`src/rtl/lcd_pkg.sv`:
```
// Shared constants and state types for the HD44780 4-bit character LCD driver.
package lcd_pkg;

  localparam logic [7:0] LCD_FUNC_SET = 8'h28;
  localparam logic [7:0] LCD_ENTRY    = 8'h06;
  localparam logic [7:0] LCD_DISP_ON  = 8'h0C;
  localparam logic [7:0] LCD_CLEAR    = 8'h01;
  localparam logic [7:0] LCD_LINE1    = 8'h80;
  localparam logic [7:0] LCD_LINE2    = 8'hC0;

  // Enable strobe shape, in clk cycles
  localparam logic [31:0] STROBE_SETUP = 32'd2;
  localparam logic [31:0] STROBE_EN    = 32'd12;
  localparam logic [31:0] STROBE_HOLD  = 32'd1;

  // Nibble index of the last step of each sequence (12 init nibbles, 34 refresh bytes)
  localparam logic [6:0] INIT_LAST_STEP    = 7'd11;
  localparam logic [6:0] REFRESH_LAST_STEP = 7'd67;

  typedef enum logic [1:0] {PWR_WAIT, INIT, IDLE, REFRESH} lcd_state_e;
  typedef enum logic [2:0] {W_IDLE, W_SETUP, W_EN, W_HOLD, W_POST} wr_state_e;

endpackage

```
`src/rtl/lcd_nibble_writer.sv`:
```
// Writes one nibble to the panel with setup/enable/hold framing, then waits a
// caller-supplied number of cycles before pulsing done_o.
module lcd_nibble_writer (
  input  logic        clk,
  input  logic        rst,
  input  logic        start_i,
  input  logic        rs_i,
  input  logic [3:0]  nib_i,
  input  logic [31:0] post_i,
  output logic        elcd_o,
  output logic        rs_o,
  output logic [3:0]  nib_o,
  output logic        done_o
);
  import lcd_pkg::*;

  wr_state_e   state_q, state_d;
  logic [31:0] cnt_q, cnt_d;
  logic [31:0] post_q, post_d;
  logic        elcd_q, elcd_d;
  logic        rs_q, rs_d;
  logic [3:0]  nib_q, nib_d;
  logic        done_q, done_d;

  // elcd is a register so an asynchronous reset drops the strobe immediately
  always_ff @(posedge clk or posedge rst) begin
    if (rst) begin
      state_q <= W_IDLE;
      cnt_q   <= '0;
      post_q  <= '0;
      elcd_q  <= 1'b0;
      rs_q    <= 1'b0;
      nib_q   <= 4'h0;
      done_q  <= 1'b0;
    end else begin
      state_q <= state_d;
      cnt_q   <= cnt_d;
      post_q  <= post_d;
      elcd_q  <= elcd_d;
      rs_q    <= rs_d;
      nib_q   <= nib_d;
      done_q  <= done_d;
    end
  end

  always_comb begin
    state_d = state_q;
    cnt_d   = cnt_q;
    post_d  = post_q;
    elcd_d  = elcd_q;
    rs_d    = rs_q;
    nib_d   = nib_q;
    done_d  = 1'b0;
    case (state_q)
      W_IDLE: begin
        if (start_i) begin
          rs_d    = rs_i;
          nib_d   = nib_i;
          post_d  = post_i;
          cnt_d   = STROBE_SETUP - 32'd1;
          state_d = W_SETUP;
        end
      end
      W_SETUP: begin
        if (cnt_q == '0) begin
          cnt_d   = STROBE_EN - 32'd1;
          elcd_d  = 1'b1;
          state_d = W_EN;
        end else begin
          cnt_d = cnt_q - 32'd1;
        end
      end
      W_EN: begin
        if (cnt_q == '0) begin
          cnt_d   = STROBE_HOLD - 32'd1;
          elcd_d  = 1'b0;
          state_d = W_HOLD;
        end else begin
          cnt_d = cnt_q - 32'd1;
        end
      end
      W_HOLD: begin
        if (cnt_q != '0) begin
          cnt_d = cnt_q - 32'd1;
        end else if (post_q == '0) begin
          done_d  = 1'b1;
          state_d = W_IDLE;
        end else begin
          cnt_d   = post_q - 32'd1;
          state_d = W_POST;
        end
      end
      W_POST: begin
        if (cnt_q == '0) begin
          done_d  = 1'b1;
          state_d = W_IDLE;
        end else begin
          cnt_d = cnt_q - 32'd1;
        end
      end
      default: state_d = W_IDLE;
    endcase
  end

  assign elcd_o = elcd_q;
  assign rs_o   = rs_q;
  assign nib_o  = nib_q;
  assign done_o = done_q;

endmodule

```
`src/rtl/lcd_text_display.sv`:
```
// 16x2 HD44780 driver: power-up init, then copies a 32-byte frame buffer to the panel.
// Define LCD_AUTO_REFRESH_EN to refresh continuously from IDLE every CMD_US.
module lcd_text_display #(
  parameter int CLK_MHZ  = 50,
  parameter int PWRON_US = 15000,
  parameter int CMD_US   = 40,
  parameter int CLR_US   = 1640
) (
  input  logic         clk,
  input  logic         rst,
  input  logic         cls,
  input  logic [255:0] strdata,
  output logic         rslcd,
  output logic         rwlcd,
  output logic         elcd,
  output logic [3:0]   lcdd
);
  import lcd_pkg::*;

  localparam logic [31:0] C_PWR  = 32'(PWRON_US * CLK_MHZ);
  localparam logic [31:0] C_4100 = 32'(4100 * CLK_MHZ);
  localparam logic [31:0] C_100  = 32'(100 * CLK_MHZ);
  localparam logic [31:0] C_CMD  = 32'(CMD_US * CLK_MHZ);
  localparam logic [31:0] C_CLR  = 32'(CLR_US * CLK_MHZ);
  localparam logic [31:0] C_GAP  = 32'(CLK_MHZ);

  lcd_state_e   state_q, state_d;
  logic [6:0]   step_q, step_d;
  logic         busy_q, busy_d;
  logic [31:0]  delay_q, delay_d;
  logic         pending_q, pending_d;
  logic [255:0] shadow_q, shadow_d;

  logic         wr_start, wr_done;
  logic         step_rs;
  logic [3:0]   step_nib;
  logic [31:0]  step_post;
  logic [7:0]   byte_v;
  logic [5:0]   byte_idx;
  logic [4:0]   ch_idx;
  logic [6:0]   last_step;

  // Each step is one nibble; even steps carry the high half of a byte
  always_comb begin
    byte_idx  = step_q[6:1];
    ch_idx    = (byte_idx < 6'd17) ? 5'(byte_idx - 6'd1) : 5'(byte_idx - 6'd2);
    byte_v    = 8'h00;
    step_rs   = 1'b0;
    last_step = (state_q == INIT) ? INIT_LAST_STEP : REFRESH_LAST_STEP;
    if (state_q == INIT) begin
      case (byte_idx)
        6'd2:    byte_v = LCD_FUNC_SET;
        6'd3:    byte_v = LCD_ENTRY;
        6'd4:    byte_v = LCD_DISP_ON;
        default: byte_v = LCD_CLEAR;
      endcase
    end else if (byte_idx == 6'd0) begin
      byte_v = LCD_LINE1;
    end else if (byte_idx == 6'd17) begin
      byte_v = LCD_LINE2;
    end else begin
      step_rs = 1'b1;
      byte_v  = shadow_q[{~ch_idx, 3'b111} -: 8];
    end
    step_nib  = step_q[0] ? byte_v[3:0] : byte_v[7:4];
    step_post = !step_q[0] ? C_GAP :
                ((byte_v == LCD_CLEAR && !step_rs) ? C_CLR : C_CMD);
    // The first four init writes are bare nibbles with their own waits
    if (state_q == INIT && step_q < 7'd4) begin
      step_nib = (step_q == 7'd3) ? 4'h2 : 4'h3;
      case (step_q)
        7'd0:    step_post = C_4100;
        7'd1:    step_post = C_100;
        default: step_post = C_CMD;
      endcase
    end
  end

  always_ff @(posedge clk or posedge rst) begin
    if (rst) begin
      state_q   <= PWR_WAIT;
      step_q    <= '0;
      busy_q    <= 1'b0;
      delay_q   <= '0;
      pending_q <= 1'b0;
      shadow_q  <= '0;
    end else begin
      state_q   <= state_d;
      step_q    <= step_d;
      busy_q    <= busy_d;
      delay_q   <= delay_d;
      pending_q <= pending_d;
      shadow_q  <= shadow_d;
    end
  end

  always_comb begin
    state_d   = state_q;
    step_d    = step_q;
    busy_d    = busy_q;
    delay_d   = delay_q;
    pending_d = pending_q;
    shadow_d  = shadow_q;
    wr_start  = 1'b0;
    if (cls && state_q != IDLE) pending_d = 1'b1;
    case (state_q)
      PWR_WAIT: begin
        if (delay_q >= C_PWR - 32'd1) begin
          state_d = INIT;
          step_d  = '0;
          delay_d = '0;
        end else begin
          delay_d = delay_q + 32'd1;
        end
      end
      INIT, REFRESH: begin
        if (!busy_q) begin
          wr_start = 1'b1;
          busy_d   = 1'b1;
        end else if (wr_done) begin
          busy_d = 1'b0;
          if (step_q == last_step) begin
            step_d  = '0;
            delay_d = '0;
            if (state_q == INIT) begin
              state_d   = REFRESH;
              shadow_d  = strdata;
              pending_d = 1'b0;
            end else begin
              state_d = IDLE;
            end
          end else begin
            step_d = step_q + 7'd1;
          end
        end
      end
      IDLE: begin
        if (cls || pending_q) begin
          state_d   = REFRESH;
          step_d    = '0;
          shadow_d  = strdata;
          pending_d = 1'b0;
          delay_d   = '0;
        end
`ifdef LCD_AUTO_REFRESH_EN
        else if (delay_q >= C_CMD - 32'd1) begin
          state_d  = REFRESH;
          step_d   = '0;
          shadow_d = strdata;
          delay_d  = '0;
        end else begin
          delay_d = delay_q + 32'd1;
        end
`endif
      end
      default: state_d = PWR_WAIT;
    endcase
  end

  lcd_nibble_writer u_writer (
    .clk     (clk),
    .rst     (rst),
    .start_i (wr_start),
    .rs_i    (step_rs),
    .nib_i   (step_nib),
    .post_i  (step_post),
    .elcd_o  (elcd),
    .rs_o    (rslcd),
    .nib_o   (lcdd),
    .done_o  (wr_done)
  );

  assign rwlcd = 1'b0;

endmodule

```
`config.mk`:
```
export PLATFORM = sky130hd
export DESIGN_NAME = lcd_text_display
export DESIGN_NICKNAME = d
export VERILOG_FILES = /design/src/rtl/lcd_pkg.sv /design/src/rtl/lcd_nibble_writer.sv /design/src/rtl/lcd_text_display.sv
export SDC_FILE = /design/constraint.sdc
export NUM_CORES = 1
export LEC_CHECK = 0
export ABC_CLOCK_PERIOD_IN_PS = 31900
export BUFFER_PORTS_ARGS = -buffer_cell sky130_fd_sc_hd__buf_2
export CAP_MARGIN = 20
export CORE_ASPECT_RATIO = 1.75
export CORE_MARGIN = 5
export CORE_UTILIZATION = 39
export CTS_BUF_LIST = sky130_fd_sc_hd__clkbuf_4 sky130_fd_sc_hd__clkbuf_8
export CTS_CLUSTER_SIZE = 24
export DETAILED_ROUTE_END_ITERATION = 8
export SLEW_MARGIN = 20
export SYNTH_ARGS = -nofsm -noshare
export SYNTH_HDL_FRONTEND = slang
export SYNTH_SLANG_ARGS = --single-unit
```
`constraint.sdc`:
```
create_clock -name clk -period 31.9 [get_ports clk]
set_input_delay 7.975 -clock clk [delete_from_list [all_inputs] [get_ports clk]]
set_output_delay 7.975 -clock clk [all_outputs]
set_load 0.02 [all_outputs]
```
# After elaboration in Yosys (flattened, before gate mapping)
# Cells that the tools add are included.
[op_classes]
n_addsub = 6
order_cmp = 3
n_eq_ne = 29
n_shift = 1
mux = 73
n_bitwise = 1
n_reduce_logical = 24
[ops]
columns = ["cell", "n"]
rows = [
  ["$mux 256", 5],
  ["$pmux 256 s2", 1],
  ["$mux 32", 11],
  ["$shiftx 263x9->8", 1],
  ["$pmux 32 s5", 1],
  ["$pmux 32 s3", 1],
  ["$logic_not 32->1", 2],
  ["$sub 32x1->32 const B", 2],
  ["$mux 7", 6],
  ["$pmux 18 s2", 1],
  ["$mux 17", 2],
  ["$add 32x1->32 const B", 1],
  ["$ge 32x20->1 const B", 1],
  ["$reduce_bool 32->1", 1],
  ["$mux 8", 3],
  ["$pmux 7 s3", 1],
  ["$mux 1", 20],
  ["$mux 18", 1],
  ["$mux 3", 6],
  ["$pmux 6 s3", 1],
  ["$ne 2x2->1 const B", 8],
  ["$pmux 3 s5", 1],
  ["$eq 6x2->1 const B", 2],
  ["$reduce_and 4->1", 3],
  ["other kinds (38)", 55],
]
[word_totals]
register_bits = 373
input_bits = 259

# Depth between registers and ports, before layout
[logic_depth]
depth_word = 12
mapped_depth = 17
mapped_depth_nobuf = 10

# Modules after synthesis
# A second synthesis with hierarchy kept.
[hier_totals]
hier_cells = 1829
area_unflattened_um2 = 20435.8
[modules_own_cells]
columns = ["module", "instances", "cells_per_inst", "area_per_inst_um2"]
rows = [
  ["lcd_text_display", 1, 1363, 16022.9],
  ["lcd_nibble_writer", 1, 466, 4413.0],
]

# Worst setup path before layout
# OpenSTA, ideal clock, no wires.
[synth_timing]
path_kind = "input port to flip-flop"
startpoint = "input cls"
endpoint = "register shadow_q[196]"
setup_time_ns = 0.125
arrival_time_ns = 9.717
required_ns = 31.775
path_slack_ns = 22.059
stages = 6
n_path_buf = 2
path_cell_list = "or3b_2 > o21a_1 > nand2_1 > clkbuf_1 > clkbuf_1 > mux2_2"
[synth_between]
elab_chain_cells = 3
[synth_lines]
columns = ["item", "line_no", "source"]
rows = [
  ["start: declaration", "lcd_text_display.sv:11", "input logic cls,"],
  ["$logic_or 1x1->1", "lcd_text_display.sv:138", "if (cls || pending_q) begin"],
  ["$ne 2x2->1 (no source line)", "--", ""],
  ["$reduce_and 6->1 (no source line)", "--", ""],
  ["end signal: assignment", "lcd_text_display.sv:93", "shadow_q <= shadow_d;"],
  ["end: declaration", "lcd_text_display.sv:32", "logic [255:0] shadow_q, shadow_d;"],
]
# No other way between the ends.
# A chain may end at the register's enable or synchronous reset.

# Worst setup path after layout
[layout_timing]
startpoint = "input cls"
endpoint = "register shadow_q[252]"
# The elaborated chain is that of the path after synthesis.

==> results.cfg <==
[worst_setup_path]
critical_path_class = input port to flip-flop
end_kind = flip-flop
rrSetupSlack_ns = 26.45
critical_path.max_stage_delay_ns = 0.74
cp.arrival_ns = 11.67
path_common_cell = buf_6
critPathLaunchType = input port
path_cells = buf_2 -> or3b_2 -> o21a_1 -> nand2_4 -> buf_6 -> buf_6 -> mux2_2
cp_max_fo = 93
critical_path_buf_inv_count = 3
crit_family = buffers and inverters
crit_slowest_cell = nand2_4
crit_required_ns = 32.41

[route]
firstDrtPassIters = 6
wire_per_inst_um = 22.4
drtIter0Drc = 1037
detail-route-antenna-nets = 0
drcViolationCount = 0
vias = 16120
routed_wl_um = 62000
viasPerCell = 5.83

[global_route]
grt_pass1_wl_um = 95000
grt_util_all_layers = 0.222
grt_remaining_overflow = 0
antenna_found_initial = 16
grt_max_degree = 174
grt_pass1_vias = 16601

[clocking]
holdBufCountCts = 0
cts_tree = yes
clk_path_buf_depth = 3
cts.sinks = 352
htreeDepth = 2
cts_resized = 0
root_buffer = clkbuf_8
cts_buffers = 55
post_cts_buffers = 0
clk_pin_slew_ns = 0.07
clock_latency_ns = 0.63

[final_layout]
nFillCells = 4658
final_nets = 2331
drive_gt1_frac = 0.338
area_growth_syn_to_layout_pct = 16.2
utilization = 0.457

[yosys]
synth_area_leaders = dfrtp_1, mux2_2, mux2i_1, o21ai_0, nand2_1
yosysWarnings = 0
netlist_area_um2 = 19500
synth-seq-cells = 352
synth_nets = 2110
synth_area_leader_cell = dfrtp_1
syn_inst = 1830
synth_edf_count = 0
async_reset_ff_frac = 1.00
synth_cell_types = 87
synth_seq_area_share = 0.451
synth_top_area_frac = 0.451
synth_area_per_cell_um2 = 10.7
synth_ff_type = dfrtp_1

[timing]
rsz0062_at_grt = false
tns_ns = 0
hold_viol_final = 0
setup_slack_ns = 20.74
finalMaxSlewViolations = 0
relSlewSlack = 0.198
post-route-period-util = 0.350
clock.fmax_ghz = 0.0896
fin_worst_skew_ns = 0.0291
finalSetupViolations = 0
period_needed_ns = 11.16
tightestPinTransition_ns = 1.19

[place]
dp_slack_ns = 19.54
gp_congestion = 0.880
port_buffers = 264
dp_hpwl_um = 44500

[power]
pwr_density_cell_nw_per_um2 = 40.1
p_total_uw = 909
switching_power_uw = 203
p_sw_frac = 0.224
combPwrFrac = 0.032
leakage_nw = 11.0
p_clk_frac = 0.477
intPower_uw = 706
pwr-share-seq = 0.491
ir_drop_mv = 0.0359

[flow_run]
cap_violations = 0

[floorplanning]
die_w_um = 179
core_area_um2 = 49600
die_y_um = 306
dieArea_um2 = 54800
start_util = 0.394
ioPinCount = 266
fp-row-count = 108

[worst_hold_path]
hold_class = flip-flop to flip-flop

[run_status]
status = completed
-- synth_stat cells, types with 8 or more instances --
library cell	instances
ha_1	21
mux2i_1	84
a21oi_1	83
dfrtp_1	352
nand2_1	128
nand2b_1	9
a31oi_1	27
or3_1	10
inv_1	18
nor2b_1	23
and3_1	25
buf_1	8
or4_1	9
a211o_1	8
o221ai_1	13
clkbuf_1	74
o22ai_1	42
nor4_1	16
and2_1	12
o21ai_0	106
nor3_1	50
or2_2	8
a211oi_1	45
nand3_1	42
buf_2	33
nand4_1	20
nor2_1	104
xnor2_1	10
mux2_2	267
mux4_2	21
o31ai_1	10
o211ai_1	11
-- power groups by stage --
stage	combinational, mW	clock, mW	sequential (mW)
6_report	0.0290	0.434	0.447
5_1_grt	0.0324	0.460	0.446
4_1_cts	0.0297	0.445	0.446
3_5_place_dp	0.0297	0	0.455
3_3_place_gp	0.0293	0	0.455
2_1_floorplan	0.00704	0	0.455
-- layout make-up --
type,count,area (µm²),area share
inverters,19,78.8,0.00348
repair buffers,287,1530,0.0676
clock inverters,16,211,0.00932
flip-flops and latches,352,8810,0.389
clock buffers,79,1030,0.0455
well taps,660,826,0.0364
multi-input cells,1336,10100,0.447
diodes,14,35.0,0.00154
-- final timing paths --
check | from | end | cells after the start
max in group asynchronous | rst | shadow_q[39] | 3
min in group asynchronous | rst | shadow_q[208] | 2
min reg2reg | pending_q | pending_q | 1
min | pending_q | pending_q | 1
max reg2reg | step_q[2] | u_writer.nib_o[0] | 10
max | cls | shadow_q[252] | 7
-- cells in the final DEF (no fill, tap or decap), types with 19 or more instances in the layout --
cell type	netlist	final
dfrtp_1	352	350
mux2_2	267	267
buf_2	33	264
nand2_1	128	127
o21ai_0	106	106
nor2_1	104	103
mux2i_1	84	84
a21oi_1	83	82
clkbuf_8	0	70
nor3_1	50	50
a211oi_1	45	45
nand3_1	42	42
o22ai_1	42	42
a31oi_1	27	27
and3_1	25	25
nor2b_1	23	23
mux4_2	21	21
nand4_1	20	20
ha_1	21	20
buf_4	4	19
-- kinds of logic after synthesis --
group	after synthesis	synth area share
simple gates	493	0.128
compound gates	429	0.142
mux	374	0.224
flops	352	0.451
buf+inv	142	0.0317
fa+ha+maj	21	0.0135
xor+xnor	18	0.00904
other cells	1	0.000192
-- flip-flops by register name (all words and copies together) (netlist names) --
name,cells
state_q,2
u_writer.done_o,1
u_writer.nib_o,4
pending_q,1
delay_q,32
u_writer.elcd_o,1
u_writer.state_q,3
u_writer.cnt_q,32
u_writer.post_q,11
u_writer.rs_o,1
step_q,7
shadow_q,256
busy_q,1
-- metrics by stage --
stage	cells	hold slack (ns)	area (µm²)
floorplan	1830	0.453	19500
CTS	2748	0.490	22600
global placement	2653	0.468	21400
finish	2763	0.488	22700
detailed placement	2653	0.475	21400
global route	2758	0.513	22700
-- per-layer routing --
metal  vias up  part of all wire  track usage
li1       7326                 -            -
met1      8006              0.35        0.245
met2       573              0.52        0.389
met3       209             0.054       0.0341
met4         6             0.073        0.146
met5         -           0.00055            0
Power figures use the tool's default switching activity.
